`config.mk`:
```
export PLATFORM = sky130hd
export DESIGN_NAME = comparator_4bit_df
export DESIGN_NICKNAME = d
export VERILOG_FILES = /design/src/rtl/cmp_pkg.sv /design/src/rtl/comparator_4bit_df_slice.sv /design/src/rtl/comparator_4bit_df.sv
export SDC_FILE = /design/constraint.sdc
export NUM_CORES = 1
export LEC_CHECK = 0
export ABC_AREA = 1
export CAP_MARGIN = 0
export CORE_AREA = 2 2 39 41
export DETAILED_ROUTE_END_ITERATION = 7
export DIE_AREA = 0 0 41 43
export HOLD_SLACK_MARGIN = 0.1
export PLACE_DENSITY_LB_ADDON = 0.12
export SETUP_SLACK_MARGIN = 0.4
export SYNTH_ARGS = -nofsm -noshare
export SYNTH_HDL_FRONTEND = slang
export SYNTH_SLANG_ARGS = --single-unit
```
`constraint.sdc`:
```
create_clock -name clk -period 0.8 [get_ports clk]
set_input_delay 0.16 -clock clk [delete_from_list [all_inputs] [get_ports clk]]
set_output_delay 0.16 -clock clk [all_outputs]
set_load 0.02 [all_outputs]
```
`src/rtl/cmp_pkg.sv`:
```
// Shared types and constants for the data-flow magnitude comparator.
// The result is a one-hot {e,g,l} triple; all-zero means "no result yet".
package cmp_pkg;

  localparam int DEFAULT_WIDTH = 4;

  typedef struct packed {
    logic e;
    logic g;
    logic l;
  } cmp_res_t;

  localparam cmp_res_t RES_EQ   = 3'b100;
  localparam cmp_res_t RES_GT   = 3'b010;
  localparam cmp_res_t RES_LT   = 3'b001;
  localparam cmp_res_t RES_NONE = 3'b000;

  // A settled result has exactly one flag set.
  function automatic logic res_is_one_hot(input cmp_res_t r);
    return (r == RES_EQ) || (r == RES_GT) || (r == RES_LT);
  endfunction

endpackage

```
`src/rtl/comparator_4bit_df_slice.sv`:
```
// One bit position of the comparator chain.
// A bit can only decide the result while every higher bit is equal.
module cmp_slice (
  input  logic a_i,
  input  logic b_i,
  input  logic eq_in,
  output logic eq_out,
  output logic gt_i,
  output logic lt_i
);

  logic x_s;

  assign x_s    = ~(a_i ^ b_i);
  assign eq_out = eq_in & x_s;
  assign gt_i   = eq_in & a_i & ~b_i;
  assign lt_i   = eq_in & ~a_i & b_i;

endmodule

```
`src/rtl/comparator_4bit_df.sv`:
```
// Unsigned magnitude comparator: a ripple of slices from MSB to LSB feeding
// one async-reset result register, giving one cycle of latency.
module comparator_4bit_df
  import cmp_pkg::*;
#(
  parameter int WIDTH = DEFAULT_WIDTH
) (
  input  logic             clk,
  input  logic             rst,
  output logic             e,
  output logic             g,
  output logic             l,
  input  logic [WIDTH-1:0] a,
  input  logic [WIDTH-1:0] b
);

  // eq_chain[i+1] is "all bits above i are equal"; the top seed is always true.
  logic [WIDTH:0]   eq_chain;
  logic [WIDTH-1:0] gt_vec;
  logic [WIDTH-1:0] lt_vec;
  logic             e_c;
  logic             g_c;
  logic             l_c;
  cmp_res_t         res_d;
  cmp_res_t         res_q;

  assign eq_chain[WIDTH] = 1'b1;

  for (genvar i = 0; i < WIDTH; i++) begin : g_slice
    cmp_slice u_slice (
      .a_i    (a[i]),
      .b_i    (b[i]),
      .eq_in  (eq_chain[i+1]),
      .eq_out (eq_chain[i]),
      .gt_i   (gt_vec[i]),
      .lt_i   (lt_vec[i])
    );
  end

  assign e_c   = eq_chain[0];
  assign g_c   = |gt_vec;
  assign l_c   = |lt_vec;
  assign res_d = '{e: e_c, g: g_c, l: l_c};

  // Result register; reset forces the "no result" state.
  always_ff @(posedge clk or posedge rst) begin
    if (rst) begin
      res_q <= RES_NONE;
    end else begin
      res_q <= res_d;
    end
  end

  assign e = res_q.e;
  assign g = res_q.g;
  assign l = res_q.l;

endmodule

```
==> qor.txt <==
register area share after synthesis - 29.9%
Netlist cell types - 12
syn_nets - 48
Syn Inst Count - 36
routed vias - 259
fraction of the cycle the final worst path needs - 110%
TritonCTS Sinks - 3
Non-Filler Instances - 72
start point of the critical path - l$_DFF_PP0_
Fmax - 1.13 GHz
Die Span Y - 43 um
leakage power - 0.259 nW
top cells by area, synth - dfrtp_1 30%, inv_1 15%, nor2_1 10%
Max IR drop VDD - 0.341 mV
cell taking the most area after synthesis - dfrtp_1
outcome - complete, but fails checks
antenna cells - 0
Rows - 14
Worst setup SP type - flop
final wirelength - 431 um
CP max stage cell - dfrtp_1
CP max FO - 1
Hold Path Class - in -> async
Synth async-reset ratio - 100%
area post-placement - 414 um^2
mapped cell area - 251 um^2
full die area - 0.00176 mm^2
initial core utilization - 18.2%
main flop type after synthesis - dfrtp_1
GRT Overall Usage - 7.13%
cell family with most CP delay - flip-flops
Max Cap Viol - 0
total power draw - 0.651 mW
CTS tree - yes
Worst Path Buf+Inv - 1
die extent in x - 41 um
Core Footprint - 0.00138 mm^2
Ys Warns - 0
post-DP HPWL - 391 um
Crit Path Category - reg -> out
filler cell count in the final layout - 156
top-count cell post-synth - inv_1
vias in the first global route - 245
final core utilization - 35.6%
Boundary Pins - 13
CTS Buf Count - 3
EDFF count, synth - 0
Max-slew headroom - 90.3%
Inst Count DP - 65
setup ws final - -0.0815 ns
Synth top cells by count - 10 x inv_1, 7 x nor2_1, 4 x nand2_1, 3 x dfrtp_1
unrepaired setup endpoints after global routing - true
First DRT Iteration DRCs - 0
final-report hold violation count - 0
Hold Slack - 0.0978 ns
first drt pass iteration count - 1
Max clock buf depth - 2
Root Buffer - clkbuf_4
final setup fails - 3
PD cells - 1320 mW/mm^2
worst-path cell chain - buf_6
Area Overhead vs Synth - 96.0%
Slew @ Worst Pin - 0.146 ns
GRT overflow - 0
minimum clock period - 0.881 ns
share of cells above drive strength 1 - 50.0%
IO buf count - 12
largest net degree at the start of global routing - 4
initial antenna violation count - 0
routed len/inst - 5.99 um
Syn Area/Cell - 6.99 um^2
slowest stage delay, CP - 0.36 ns
WP data arrival - 0.72 ns
CP Capture Type - output port
Critical Path RT - 0.64 ns
Final Max Tran Viols - 0
share of the synthesized area in the top cell type - 29.9%
vias per inst - 3.60
Final nets - 69
H-tree Lvls - 1
failing checks - negative setup slack
Routability Congestion - 0.706
drt drc - 0
antenna-violating nets left - 0
FF+latch count, synth - 3
Clock Pin Slew Worst Setup and Hold Paths - 0.04 ns
first-pass GRT wire length - 841 um
Finished Cell Area - 493 um^2
==> where the power goes <==
| group | switching, mW | leakage, nW | internal [mW] |
|---|---|---|---|
| clock network | 0.0713 | 0.0150 | 0.186 |
| registers | 0.00611 | 0.0378 | 0.167 |
| logic | 0.0997 | 0.207 | 0.120 |
==> final timing paths <==
path	slack, ns	cells after the start	end
worst max-delay path	-0.08	1	l
worst min-delay path	0.1	2	l$_DFF_PP0_
max in group asynchronous	0.57	2	e$_DFF_PP0_
min in group clk	0.34	5	l$_DFF_PP0_
==> layer usage <==
layer / up-vias / part of all wire, % / track usage [%]
met2: 6 / 58 / 10.3
met4: 0 / 0 / 8.00
met1: 109 / 38 / 8.36
li1: 144 / - / -
met3: 0 / 3.9 / 0
met5: - / 0 / 0
==> timing repair <==
action / in CTS / in global routing
pin swaps: 13 / 7
hold endpoints to repair: 3 / 0
gates resized for setup: 46 / 7
buffers inserted: 3 / 0
endpoints found under the setup margin: 6 / 6
==> through the flow <==
stage | setup TNS, ns | worst slack, ns
final | -0.234 | -0.0815
after global routing | -0.287 | -0.100
after CTS | -0.268 | -0.0927
after detailed placement | -2.44 | -0.568
after global placement | -2.42 | -0.562
after floorplan | 0 | 0.0473
==> placed cells by master (no fill, tap or decap), drive strengths merged <==
cell type      count
dlygate4sd2        2
and3               1
dfrtp              3
and2               1
clkbuf             6
clkdlybuf4s15      2
nor2               7
ha                 2
inv               10
nand2              6
o21bai             2
clkinv             1
buf                9
nand3              3
clkdlybuf4s50      1
==> registers in the layout, summed over array words and instances, names as in the netlist <==
signal  cells
g           1
l           1
e           1
==> cell families (layout without fill, tap and decap cells) <==
group	after synthesis	in the layout	synth area share (%)
and+or+nand+nor	18	18	37.3
buffers and inverters	11	31	16.9
DFF	3	3	29.8
adders and majority gates	2	2	9.95
AOI/OAI and AO/OA	2	2	5.97
==> area by class of cell <==
type | instances | area (um^2) | area share [%]
well taps | 16 | 20.0 | 4.06
repair buffers | 16 | 151 | 30.7
multi-input cells | 22 | 171 | 34.8
clock buffers | 4 | 26.3 | 5.33
inverters | 11 | 48.8 | 9.90
flip-flops and latches | 3 | 75.1 | 15.2
Power figures use the tool's default switching activity.
